`src/rtl/vec_edge_pkg.sv`:
```
// Shared types and default sizing for the vector edge monitor.
// Entry layout in the event FIFO is {mask, stamp}, mask in the upper bits.
package vec_edge_pkg;

    localparam int DEF_WIDTH = 3;
    localparam int DEF_DEPTH = 4;
    localparam int DEF_CNT_W = 8;

    typedef enum logic {
        DISARMED = 1'b0,
        ARMED    = 1'b1
    } mon_state_t;

    function automatic int entry_w(input int width, input int cnt_w);
        return width + cnt_w;
    endfunction

endpackage

```
`src/rtl/edge_evt_fifo.sv`:
```
// Synchronous FIFO for edge records. Pointers carry one extra wrap bit
// so full and empty are told apart without a separate occupancy counter.
module edge_evt_fifo #(
    parameter int DW    = 11,
    parameter int DEPTH = 4
) (
    input  logic                     clk,
    input  logic                     rst_n,
    input  logic                     push_i,
    input  logic [DW-1:0]            data_i,
    output logic                     full_o,
    input  logic                     pop_i,
    output logic [DW-1:0]            data_o,
    output logic                     empty_o,
    output logic [$clog2(DEPTH):0]   count_o
);

    localparam int AW = $clog2(DEPTH);

    logic [DW-1:0] mem_q [DEPTH];
    logic [AW:0]   wr_ptr_q, wr_ptr_d;
    logic [AW:0]   rd_ptr_q, rd_ptr_d;
    logic          wr_en, rd_en;

    assign full_o  = (wr_ptr_q[AW] != rd_ptr_q[AW]) &&
                     (wr_ptr_q[AW-1:0] == rd_ptr_q[AW-1:0]);
    assign empty_o = (wr_ptr_q == rd_ptr_q);
    assign count_o = wr_ptr_q - rd_ptr_q;
    assign data_o  = mem_q[rd_ptr_q[AW-1:0]];

    // A full FIFO still accepts a write when the head leaves in the same cycle.
    assign rd_en = pop_i && !empty_o;
    assign wr_en = push_i && (!full_o || rd_en);

    // NOTE: every signal written in always_comb gets a default first, so no latch is inferred.
    always_comb begin
        wr_ptr_d = wr_ptr_q;
        rd_ptr_d = rd_ptr_q;
        if (wr_en) wr_ptr_d = wr_ptr_q + (AW+1)'(1);
        if (rd_en) rd_ptr_d = rd_ptr_q + (AW+1)'(1);
    end

    // NOTE: sequential state uses <= so every flop samples pre-edge values.
    always_ff @(posedge clk or negedge rst_n) begin
        if (!rst_n) begin
            wr_ptr_q <= '0;
            rd_ptr_q <= '0;
        end else begin
            wr_ptr_q <= wr_ptr_d;
            rd_ptr_q <= rd_ptr_d;
        end
    end

    // NOTE: storage is reset on purpose -- the head is a visible output that must read 0 out of reset.
    always_ff @(posedge clk or negedge rst_n) begin
        if (!rst_n) begin
            for (int i = 0; i < DEPTH; i++) mem_q[i] <= '0;
        end else if (wr_en) begin
            mem_q[wr_ptr_q[AW-1:0]] <= data_i;
        end
    end

endmodule

```
`src/rtl/vec_edge_monitor.sv`:
```
// Clocked rising-edge monitor for a WIDTH-bit vector: toggles notifier on
// bit-0 rises and queues timestamped {mask, stamp} records for a consumer.
module vec_edge_monitor
    import vec_edge_pkg::*;
#(
    parameter int WIDTH = DEF_WIDTH,
    parameter int DEPTH = DEF_DEPTH,
    parameter int CNT_W = DEF_CNT_W
) (
    input  logic             clk,
    input  logic             rst_n,
    input  logic [WIDTH-1:0] d,
    input  logic             clr,
    output logic             notifier,
    output logic             evt_valid,
    input  logic             evt_ready,
    output logic [WIDTH-1:0] evt_mask,
    output logic [CNT_W-1:0] evt_stamp,
    output logic             overflow,
    output logic [CNT_W-1:0] drop_cnt
);

    localparam int EW = entry_w(WIDTH, CNT_W);
    localparam int AW = $clog2(DEPTH);

    mon_state_t       state_q, state_d;
    logic [WIDTH-1:0] d_q, d_d;
    logic [CNT_W-1:0] stamp_q, stamp_d;
    logic             notifier_q, notifier_d;
    logic             overflow_q, overflow_d;
    logic [CNT_W-1:0] drop_cnt_q, drop_cnt_d;

    logic [WIDTH-1:0] rise;
    logic             push, pop, room, push_ok, drop;
    logic             fifo_full, fifo_empty;
    logic [AW:0]      fifo_count;
    logic [EW-1:0]    fifo_head;

    // Arming cycle only captures d, so bits already high at reset release never count.
    always_comb begin
        state_d = state_q;
        d_d     = d;
        rise    = '0;
        case (state_q)
            DISARMED: state_d = ARMED;
            ARMED:    rise    = d & ~d_q;
            default:  state_d = DISARMED;
        endcase
    end

    assign pop     = evt_ready && !fifo_empty;
    assign push    = |rise;
    assign room    = !fifo_full || pop;
    assign push_ok = push && room;
    assign drop    = push && !room;

    always_comb begin
        stamp_d    = stamp_q + CNT_W'(1);
        notifier_d = notifier_q ^ rise[0];
        overflow_d = overflow_q;
        drop_cnt_d = drop_cnt_q;
        if (drop) begin
            // A drop in the same cycle as clr restarts the count at one.
            overflow_d = 1'b1;
            if (clr)                   drop_cnt_d = CNT_W'(1);
            else if (drop_cnt_q != '1) drop_cnt_d = drop_cnt_q + CNT_W'(1);
        end else if (clr) begin
            overflow_d = 1'b0;
            drop_cnt_d = '0;
        end
    end

    always_ff @(posedge clk or negedge rst_n) begin
        if (!rst_n) begin
            state_q    <= DISARMED;
            d_q        <= '0;
            stamp_q    <= '0;
            notifier_q <= 1'b0;
            overflow_q <= 1'b0;
            drop_cnt_q <= '0;
        end else begin
            state_q    <= state_d;
            d_q        <= d_d;
            stamp_q    <= stamp_d;
            notifier_q <= notifier_d;
            overflow_q <= overflow_d;
            drop_cnt_q <= drop_cnt_d;
        end
    end

    edge_evt_fifo #(
        .DW    (EW),
        .DEPTH (DEPTH)
    ) u_fifo (
        .clk     (clk),
        .rst_n   (rst_n),
        .push_i  (push_ok),
        .data_i  ({rise, stamp_q}),
        .full_o  (fifo_full),
        .pop_i   (pop),
        .data_o  (fifo_head),
        .empty_o (fifo_empty),
        .count_o (fifo_count)
    );

    assign notifier  = notifier_q;
    assign evt_valid = (fifo_count != '0);
    assign evt_mask  = fifo_head[EW-1:CNT_W];
    assign evt_stamp = fifo_head[CNT_W-1:0];
    assign overflow  = overflow_q;
    assign drop_cnt  = drop_cnt_q;

endmodule

```
`config.mk`:
```
export PLATFORM = sky130hd
export DESIGN_NAME = vec_edge_monitor
export DESIGN_NICKNAME = d
export VERILOG_FILES = /design/src/rtl/vec_edge_pkg.sv /design/src/rtl/edge_evt_fifo.sv /design/src/rtl/vec_edge_monitor.sv
export SDC_FILE = /design/constraint.sdc
export NUM_CORES = 1
export LEC_CHECK = 0
export CORE_AREA = 4 4 84 86
export CTS_CLUSTER_SIZE = 12
export DETAILED_ROUTE_END_ITERATION = 10
export DIE_AREA = 0 0 88 90
export PLACE_DENSITY = 0.72
export SLEW_MARGIN = 20
export SYNTH_ARGS = -nofsm -noshare
export SYNTH_HDL_FRONTEND = slang
export SYNTH_HIERARCHICAL = 1
export SYNTH_SLANG_ARGS = --single-unit
```
`constraint.sdc`:
```
create_clock -name clk -period 4.1 [get_ports clk]
set_input_delay 0.82 -clock clk [delete_from_list [all_inputs] [get_ports clk]]
set_output_delay 0.82 -clock clk [all_outputs]
set_load 0.005 [all_outputs]
```
* Word-level counts from Yosys, hierarchy flattened
Index checks and enable logic that the tools add are counted.
** Word-level totals
- Flip-flop bits (word level) :: 72
- Bits in latches :: 0
- RAM bits :: 0
- Memory bits (read-only) :: 0
- Input bits :: 7
- Logic and storage cells :: 59
- Memories kept :: 0
** Operators by class
- $add $sub $neg :: 5
- $mul :: 0
- Div/mod/pow operators :: 0
- Magnitude comparators :: 3
- Equal/unequal tests :: 4
- Shift-type cells :: 0
- Multiplexer cells :: 13
- Bitwise gates (word level) :: 5
- Reduce and logical (&&, ||, !) cells :: 17
** Operators with widths (number)
- bitwise mux 44 bit :: 1
- 2-to-1 mux 11 bit :: 3
- 2-to-1 mux 8 bit :: 4
- binary-select mux 11 bit (select 2 bit) :: 1
- demux 11 bit (select 2 bit) :: 1
- adder 8 x 1 -> 8 bit (second input constant) :: 2
- inequality test 8 bit (second input constant) :: 1
- logical AND 1 bit :: 7
- adder 3 x 1 -> 3 bit (second input constant) :: 2
- greater-or-equal comparator 3 bit (second input constant) :: 2
- inverter 2 -> 3 bit :: 2
- nonzero test 2 bit :: 2
- AND 3 bit :: 1
- equality test 3 bit :: 1
- logical NOT 1 bit :: 3
- < comparator 3 x 1 -> 1 bit (second input constant) :: 1
- 2-to-1 mux 3 bit :: 1
- inverter 3 bit :: 1
- nonzero test 3 bit :: 1
- OR reduction 3 bit :: 1
- subtractor 3 bit :: 1
- equality test 2 bit :: 1
- logical OR 1 bit :: 2
- 2-to-1 mux 1 bit :: 2
- 3 further kinds :: 3

* Longest topological paths before layout
Gate-level depths: netlist (run 1).
- Depth after elaboration :: 8
- Mapped depth :: 10

* Cells and area by module
The synthesis (run 1) kept the hierarchy.
** By module, submodules not included
- edge_evt_fifo :: times used 1, cells an instance 150, area each 2389.8 um2, seq. area each 1251.2 um2
- vec_edge_monitor :: times used 1, cells an instance 91, area each 992.2 um2, seq. area each 550.5 um2

* Least setup slack after synthesis (run 1)
No wires, ideal clock.
- Path type :: register -> register
- From :: reg u_fifo.rd_ptr_q[1]
- To :: reg u_fifo/mem_q[0] (netlist name)
- Data arrival time :: 2.626 ns
- Required time :: 3.975 ns
- Setup slack :: 1.349 ns
- Cell stages (with the launch flop) :: 11
- Buffers on the path :: 2
- Period minus slack after synthesis :: 2.751 ns
- Cells stage by stage :: dfrtp_1 > clkbuf_1 > inv_1 > ha_1 > and3_1 > nand2b_1 > a2bb2oi_1 > nand2_1 > o21bai_2 > buf_6 > mux2_2
** Between the ends
- Word-level cells in the longest chain between the ends :: 6
- Elaborated cells on any way between the ends :: 11
** Ends and longest elaborated chain
- from (decl) :: RTL line edge_evt_fifo.sv:22 : logic [AW:0] rd_ptr_q, rd_ptr_d;
- from (signal assigned) :: RTL line edge_evt_fifo.sv:50 : rd_ptr_q <= rd_ptr_d;
- equality test 3 bit :: RTL line edge_evt_fifo.sv:27 : assign empty_o = (wr_ptr_q == rd_ptr_q);
- net fifo_empty :: RTL line vec_edge_monitor.sv:35 : logic fifo_full, fifo_empty;
- logical NOT 1 bit :: RTL line vec_edge_monitor.sv:51 : assign pop = evt_ready && !fifo_empty;
- logical AND 1 bit :: RTL line vec_edge_monitor.sv:51
- logical OR 1 bit :: RTL line vec_edge_monitor.sv:53 : assign room = !fifo_full || pop;
- logical AND 1 bit :: RTL line vec_edge_monitor.sv:54 : assign push_ok = push && room;
- net push_ok :: RTL line vec_edge_monitor.sv:34 : logic push, pop, room, push_ok, drop;
- logical AND 1 bit :: RTL line edge_evt_fifo.sv:33 : assign wr_en = push_i && (!full_o || rd_en);
- to (signal, indexed assignment) :: RTL line edge_evt_fifo.sv:59 : mem_q[wr_ptr_q[AW-1:0]] <= data_i;
- to (decl) :: RTL line edge_evt_fifo.sv:20 : logic [DW-1:0] mem_q [DEPTH];
The timed path passes the listed nets, and every way through them passes these cells.
A chain may end at the register's enable or synchronous reset.

* Final worst setup path (run 1)
- From :: reg u_fifo.wr_ptr_q[0]
- To :: out evt_valid
** Between the ends
- Word-level cells in the longest chain between the ends :: 2
** Ends and longest elaborated chain
- from (decl) :: RTL line edge_evt_fifo.sv:21 : logic [AW:0] wr_ptr_q, wr_ptr_d;
- from (signal assigned) :: RTL line edge_evt_fifo.sv:49 : wr_ptr_q <= wr_ptr_d;
- subtractor 3 bit :: RTL line edge_evt_fifo.sv:28 : assign count_o = wr_ptr_q - rd_ptr_q;
- net fifo_count[1] :: RTL line vec_edge_monitor.sv:36 : logic [AW:0] fifo_count;
- nonzero test 3 bit :: RTL line vec_edge_monitor.sv:107 : assign evt_valid = (fifo_count != '0);
- to (decl) :: RTL line vec_edge_monitor.sv:15 : output logic evt_valid,
The timed path passes the listed nets, and every way through them passes these cells.

==> qor.csv, run 1 <==
metric,value,unit
clockBufferDepth,2,
placed_cells,341,
cap_violations,0,
max_slew_margin,0.4725,
slowest_stage,fa_1,
ant_nets,0,
grt_first_pass_wirelength,10320,um
yosysWarningCount,6,
async_reset_ff_frac,1.000,
grt_max_degree,50,
rrSetupSlack,1.18,ns
fmaxAchievable,312.5,MHz
hold_viol,0,
die_area,7920,um2
worstPathCellList,inv_1 -> ha_1 -> fa_1 -> inv_1 -> or3_1 -> clkdlybuf4s50_1,
status,finished clean,
grt_setup_unrepaired,false,
synthTopCellsByArea,"dfrtp_1, mux2_2, mux4_2, ha_1, xnor2_1",
arrival,2.38,ns
r2r-end,u_fifo/mem_q[29]$_DFFE_PN0P_,
antenna_cells,0,
rows,29,
postCtsHoldBufs,0,
numPortBuffers,28,
syn_inst,241,
min_period,3.200,ns
ir_drop,0.0004772,V
crit_cells,6,
wl,6067,um
synthMuxAreaShare,0.2294,
wire_per_inst,17.04,um
synth_fa_ha_area_frac,0.03922,
drt-initial-drc-count,87,
core_area,6277,um2
final_cell_mix,"dfrtp_1, mux2_2, clkdlybuf4s50_1",
firstDrtPassIters,4,
die_y,90,um
vias,1962,
final_common_cell,dfrtp_1,
startpoint_type,flop,
cts_resized,0,
final_max_slew_viol_count,0,
clkTransAtPathRegs,0.08,ns
drive_gt1_frac,0.2975,
setup.worst_path.end_class,primary output,
nets,292,
antenna_found_initial,0,
postCtsSetupBuffers,0,
place.gp.congestion,0.8125,
netlist.top_cell.by_area,dfrtp_1,
synth_top_family_by_area,multiplexers,
synth_area_per_cell,14.03,um2
hold_class,input port to asynchronous set/reset pin,
track_usage,0.1703,
syn_nets,258,
start_util,0.5388,
setup_viol,0,
critPathRequiredTime,3.28,ns
overflow,0,
synth.top_cell.area_share,0.5327,
layout.cells.non_filler,356,
die_x,88,um
syn-cell-area,3382,um2
cts_max_level,3,
synthXorXnorAreaFrac,0.03404,
crit-reg2reg-launch,u_fifo/rd_ptr_q[1]$_DFFE_PN0P_,
worst_slew_pin_slew,0.7889,ns
synth_cell_types,47,
dp_hpwl,4021,um
critPathKind,flop to primary output,
clock_latency,0.34,ns
ys_seq_area_frac,0.5327,
route.detailed.drc,0,
synth_compound_area_frac,0.05290,
period_share,0.7804,
cts_root_buffer,clkbuf_8,
cts_tree,built,
cts_sinks,72,
crit_family,adder cells,
ioPinCount,29,
cellLeakagePower,0.001748,uW
reg2reg_depth,8,
pwr_density_cell,697.0,nW/um2
crit_fanout,4,
synth_edf_count,0,
area_delta_synth_final,16.17,%
routed_via_density,5.511,
cp_slowest_stage_delay,0.48,ns
grt_pass1_vias,1995,
ys.flop_type,dfrtp_1,
critPathBufInv,3,
fin_util,0.6259,
crit_path_frequent_cell,inv_1,
numCtsBuffers,9,
yosys.area_share.simple,0.07806,
fin_setup_tns,0,ns
synth-seq-cells,72,
finClkSkew,0.009777,ns
-- worst max path at each step --
stage                                              start                     endpoint  slack (ns)
final                     u_fifo/wr_ptr_q[0]$_DFFE_PN0P_                    evt_valid        0.90
after global routing      u_fifo/wr_ptr_q[0]$_DFFE_PN0P_                    evt_valid        0.75
after CTS                 u_fifo/wr_ptr_q[0]$_DFFE_PN0P_                    evt_valid        0.86
after detailed placement                            d[0]  u_fifo/mem_q[3]$_DFFE_PN0P_        0.88
after global placement                              d[0]  u_fifo/mem_q[5]$_DFFE_PN0P_        0.94
after floorplan           u_fifo/rd_ptr_q[1]$_DFFE_PN0P_  u_fifo/mem_q[0]$_DFFE_PN0P_        1.35
-- registers in the layout, indices dropped and copies added (netlist names) --
| signal | cells |
|---|---|
| overflow | 1 |
| u_fifo/wr_ptr_q | 3 |
| drop_cnt | 8 |
| stamp_q | 8 |
| notifier | 1 |
| u_fifo/rd_ptr_q | 3 |
| u_fifo/mem_q | 44 |
| state_q | 1 |
| d_q | 3 |
-- layout make-up --
class                      count  area (um2)
sequential                    72        1802
inverter                      11       41.29
clock inverter                 5       81.33
timing repair buffer          31       300.3
fill                         457        2349
clock buffer                  10       137.6
multi-input combinational    150        1470
tap                           77       96.34
-- worst register-to-register path, cell delays in order, from the launching register on --
cell      delay [ns]
dfrtp_1         0.55
inv_1           0.08
ha_1            0.35
and3_1          0.16
nand2b_1        0.14
inv_1           0.07
nand3b_1        0.31
o211ai_2        0.71
mux2_2          0.42
-- where the power goes --
part / total (uW) / switching (uW) / leakage (uW) / internal [uW]
clock: 611 / 256 / 0.000108 / 356
combinational: 1060 / 426 / 0.000735 / 631
sequential: 1070 / 146 / 0.000904 / 924
total: 2740 / 828 / 0.00175 / 1910
-- per-layer routing --
metal  vias up  global-route usage  share of wire  wire (um)
met1       992              0.2505           0.49       2963
met2        22              0.2393           0.47       2877
met3         5             0.04936          0.030        180
met4         0             0.06138         0.0074         45
met5         -                   0              0          0
li1        943                   -              -          -
-- kinds of logic (layout without fill, tap and decap cells) --
logic type / Yosys count / in the layout
XOR/XNOR: 11 / 11
buffers and inverters: 19 / 57
multiplexers: 58 / 58
AO/OA/AOI/OAI: 25 / 25
adder cells (fa/ha/maj): 10 / 10
other: 1 / 1
AND/OR/NAND/NOR: 45 / 45
flip-flops: 72 / 72
-- cell usage after synthesis, types with 3 or more instances --
| cell | count |
|---|---|
| dfrtp_1 | 72 |
| o211ai_2 | 3 |
| nand2_1 | 7 |
| o21ai_1 | 4 |
| inv_1 | 11 |
| buf_6 | 5 |
| nor2_1 | 6 |
| xnor2_1 | 7 |
| nand2b_1 | 3 |
| mux4_2 | 11 |
| a21oi_1 | 6 |
| nand3_1 | 7 |
| mux2_2 | 44 |
| and3_1 | 3 |
| xor2_1 | 3 |
| ha_1 | 9 |
| or3_1 | 5 |
-- per-stage QoR --
step | cell area (um2) | worst slack [ns] | hold slack [ns] | total power (uW)
6_report | 3929 | 0.9004 | 0.4800 | 2738
5_1_grt | 3929 | 0.7506 | 0.5037 | 2919
3_5_place_dp | 3707 | 0.8837 | 0.4756 | 2143
3_3_place_gp | 3707 | 0.9421 | 0.4667 | 2120
2_1_floorplan | 3382 | 1.349 | 0.4587 | 1774
4_1_cts | 3926 | 0.8628 | 0.4856 | 2776
(Power assumes the default switching activity.)
==> run 2, diff against run 1 <==
- clock period: 4.1 -> 3.2 ns (I/O delays scaled with it)
==> run 2 against run 1 <==
Against the previous run: via count grew 1.8%; global-route usage grew 0.14 points; die area is the same; critical path type unchanged; largest power group unchanged.
==> qor.csv, run 2 (synthesized netlist as in run 1, its figures left out) <==
metric,value,unit
status,finished clean,
nets,293,
regArea,1802,um2
die_y,90,um
wl_met2,2696,um
worstSetupStartpoint,u_fifo/wr_ptr_q[0]$_DFFE_PN0P_,
cellLeakagePower,0.001739,uW
fillers,498,
grt_max_degree,38,
cap_violations,0,
die_x,88,um
largest_reg_flops,44,
fmaxAchievable,328.9,MHz
placed_cells,342,
clkTransAtPathRegs,0.08,ns
vias,1998,
setup_viol,0,
min_period,3.040,ns
postCtsHoldBufs,0,
final_common_cell,dfrtp_1,
period_share,0.9500,
critPathRequiredTime,2.56,ns
hold_viol,0,
fin_hold_ws,0.3966,ns
worst_slew_pin_slew,0.8505,ns
finClkSkew,0.008595,ns
cts_tree,built,
final_cell_mix,"dfrtp_1, mux2_2, clkdlybuf4s50_1",
numCtsBuffers,9,
hold_class,input port to asynchronous set/reset pin,
place.gp.congestion,0.7501,
track_usage,0.1717,
clock_latency,0.35,ns
drt-initial-drc-count,84,
ioPinCount,29,
multi_input_area,1470,um2
grt_setup_unrepaired,false,
antenna_found_initial,0,
top_layer_used,met4,
numPortBuffers,28,
route.detailed.drc,0,
dp_hpwl,3991,um
layout.cells.non_filler,358,
top_register,u_fifo/mem_q,
grt_first_pass_wirelength,10390,um
cts_root_buffer,clkbuf_8,
cts_resized,0,
start_util,0.5388,
setup.worst_path.end_class,primary output,
crit-reg2reg-launch,u_fifo/wr_ptr_q[0]$_DFFE_PN0P_,
critPathKind,flop to primary output,
antenna_cells,0,
postCtsSetupBuffers,0,
crit_fanout,4,
drive_gt1_frac,0.3025,
cts_max_level,3,
die_area,7920,um2
clockBufferDepth,2,
wire_per_inst,16.59,um
max_slew_margin,0.4330,
arrival,2.40,ns
ir_drop,0.0004762,V
wl,5941,um
overflow,0,
rows,29,
firstDrtPassIters,4,
grt_pass1_vias,2023,
m1WireLength,2953,um
routed_via_density,5.581,
pwr_density_cell,873.1,nW/um2
fin_setup_tns,0,ns
cts_sinks,72,
wl_met3,237,um
startpoint_type,flop,
area_delta_synth_final,15.98,%
core_area,6277,um2
final_max_slew_viol_count,0,
ant_nets,0,
==> run 2: cell count changes in the layout (fill, tap and decap cells not counted) <==
cell        delta
buf_12         +1
clkbuf_8       -1
clkinvlp_4     +2
clkinv_4       -1
inv_6          +1
clkinv_2       +1
buf_4          -1
bufinv_16      -1
buf_2          +1
==> run 2: worst max-delay path, cell delays in order, from the launching register on <==
cell and delay (ns):
dfrtp_1 0.41, inv_1 0.11, ha_1 0.22, fa_1 0.48, inv_1 0.03, or3_1 0.36, clkdlybuf4s50_1 0.45
==> run 2: path summary, 6_finish.rpt <==
| check | slack (ns) | to | depth (start not counted) |
|---|---|---|---|
| setup reg to reg | 0.35 | u_fifo/mem_q[32]$_DFFE_PN0P_ | 8 |
| max in group asynchronous | 2.13 | u_fifo/mem_q[4]$_DFFE_PN0P_ | 2 |
| hold / removal | 0.40 | drop_cnt[1]$_DFFE_PN0P_ | 1 |
| hold reg to reg | 0.49 | overflow$_DFFE_PN0P_ | 1 |
| setup / recovery | 0.16 | evt_valid | 6 |
| min in group clk | 0.49 | overflow$_DFFE_PN0P_ | 1 |
==> run 2: report_power, final <==
group | internal [uW] | leakage (uW) | switching, uW
sequential | 1180 | 0.000904 | 172
combinational | 811 | 0.000743 | 548
clock | 359 | 0.0000916 | 351
==> run 2: through the flow <==
stage	total power (uW)	util	setup WS [ns]	instance area, um2
floorplan	2273	-	0.4488	3382
global placement	2720	0.5938	0.2398	3727
detailed placement	2747	0.5938	0.1929	3727
CTS	3471	0.6249	0.1221	3923
global route	3683	0.6249	0.01923	3923
finish	3425	0.6249	0.1599	3923
==> run 2: final cells by class <==
cell class,count,area share
Multi-Input combinational cell,150,0.3748
Tap cell,77,0.02456
Timing Repair Buffer,32,0.08102
Clock inverter,7,0.01818
Sequential cell,72,0.4593
Clock buffer,9,0.03158
Inverter,11,0.01053
==> run 2: routing by layer <==
| metal | vias to the layer above | GRT usage |
|---|---|---|
| li1 | 945 | - |
| met1 | 1017 | 0.2576 |
| met2 | 31 | 0.2324 |
| met3 | 5 | 0.05759 |
| met4 | 0 | 0.05754 |
| met5 | - | 0 |
==> run 3, diff against run 2 <==
- CORE_AREA: 4 4 84 86 -> 2 2 82 84
- DIE_AREA: 0 0 88 90 -> 0 0 84 86
==> run 3 against run 2 <==
Against the previous run: flip-flop and latch count did not move; critical endpoint unchanged; die area fell by 8.8%; clock skew rose by 0.0036 ns; wire length barely moved; utilization barely moved; register-to-register slack improved by 0.02 ns; highest routed layer unchanged.
==> qor.csv, run 3 (synthesized netlist as in run 1, its figures left out) <==
metric,value,unit
hold_viol,0,
area_delta_synth_final,15.95,%
r2r-end,u_fifo/mem_q[33]$_DFFE_PN0P_,
hold_class,flop to flop,
cts_tree,built,
hold_depth,1,
cts_sinks,72,
status,finished clean,
cts_root_buffer,clkbuf_8,
antenna_cells,0,
grt_max_degree,73,
ant_nets,0,
final_cell_mix,"dfrtp_1, mux2_2, clkdlybuf4s50_1",
final_max_slew_viol_count,0,
cellLeakagePower,0.001746,uW
pwr_density_cell,883.8,nW/um2
postCtsSetupBuffers,0,
grt_setup_unrepaired,false,
final_common_cell,dfrtp_1,
antenna_found_initial,0,
crit_path_frequent_cell,inv_1,
fillers,463,
cts_resized,0,
period_share,0.9488,
overflow,0,
routed_via_density,5.676,
placed_cells,342,
crit_fanout,4,
route.detailed.drc,0,
min_from,overflow$_DFFE_PN0P_,
wl,5942,um
die_y,86,um
min_period,3.036,ns
clkTransAtPathRegs,0.08,ns
worstPathCellList,inv_1 -> ha_1 -> fa_1 -> inv_1 -> or3_1 -> clkdlybuf4s50_1,
max_slew_margin,0.4030,
p_total,3466,uW
layout.cells.non_filler,358,
drive_gt1_frac,0.2989,
arrival,2.40,ns
cp_slowest_stage_delay,0.48,ns
place.gp.congestion,0.8452,
crit-reg2reg-launch,u_fifo/wr_ptr_q[0]$_DFFE_PN0P_,
worstHoldEndpoint,overflow$_DFFE_PN0P_,
slowest_stage,fa_1,
core_area,6277,um2
fmaxAchievable,329.4,MHz
vias,2032,
setup.worst_path.end_class,primary output,
wire_per_inst,16.60,um
design_area,3921,um2
numCtsBuffers,9,
critPathKind,flop to primary output,
startpoint_type,flop,
die_x,84,um
setup_viol,0,
track_usage,0.1816,
dp_hpwl,3818,um
clockBufferDepth,2,
fin_setup_tns,0,ns
drt-initial-drc-count,76,
reg2reg_depth,8,
cap_violations,0,
rows,29,
crit_family,adder cells,
clock_latency,0.35,ns
ioPinCount,29,
placed_area,3715,um2
grt_first_pass_wirelength,10010,um
nets,293,
worst_slew_pin_slew,0.8955,ns
finClkSkew,0.01220,ns
largest_reg_flops,44,
ir_drop,0.0004818,V
critPathBufInv,3,
numPortBuffers,28,
postCtsHoldBufs,0,
critPathRequiredTime,2.56,ns
grt_pass1_vias,2022,
die_area,7224,um2
start_util,0.5388,
top_register,u_fifo/mem_q,
firstDrtPassIters,4,
rrSetupSlack,0.37,ns
cts_max_level,3,
[run 3: changes by cell type in the layout (fill, tap and decap cells not counted), sizes merged]
cell / previous run / this run
clkinv: 2 / 1
clkbuf: 9 / 12
clkinvlp: 3 / 1
[run 3: cell type report]
class,instances,area (um2),area share
sequential,72,1802,0.4595
multi-input combinational,150,1470,0.3749
inverter,11,41.29,0.01053
timing repair buffer,32,305.3,0.07786
clock inverter,4,51.30,0.01308
clock buffer,12,155.1,0.03957
tap,77,96.34,0.02457
[run 3: metrics by stage]
step                hold WS [ns]  setup slack, ns  utilization
floorplan                 0.3444           0.4488            -
global placement          0.4652           0.2411       0.5918
detailed placement        0.4687           0.1945       0.5918
CTS                       0.4862           0.1368       0.6247
global route              0.5079          0.05175       0.6247
finish                    0.4791           0.1637       0.6247
[run 3: worst max path at each step]
| stage | from | to | depth (start not counted) |
|---|---|---|---|
| CTS | u_fifo/wr_ptr_q[0]$_DFFE_PN0P_ | evt_valid | 6 |
| global route | u_fifo/wr_ptr_q[0]$_DFFE_PN0P_ | evt_valid | 6 |
| global placement | d[0] | u_fifo/mem_q[6]$_DFFE_PN0P_ | 7 |
| finish | u_fifo/wr_ptr_q[0]$_DFFE_PN0P_ | evt_valid | 6 |
| floorplan | u_fifo/rd_ptr_q[1]$_DFFE_PN0P_ | u_fifo/mem_q[0]$_DFFE_PN0P_ | 10 |
| detailed placement | d[0] | u_fifo/mem_q[7]$_DFFE_PN0P_ | 7 |
[run 3: layer usage]
layer / GRT usage / part of all wire
met4: 0.08944 / 0.019
met2: 0.2604 / 0.45
met3: 0.04909 / 0.037
met5: 0 / 0
met1: 0.2579 / 0.49
[run 3: power breakdown]
part,total [uW],internal (uW),switching (uW)
sequential,1360,1180,173
combinational,1360,810,553
clock,746,404,342
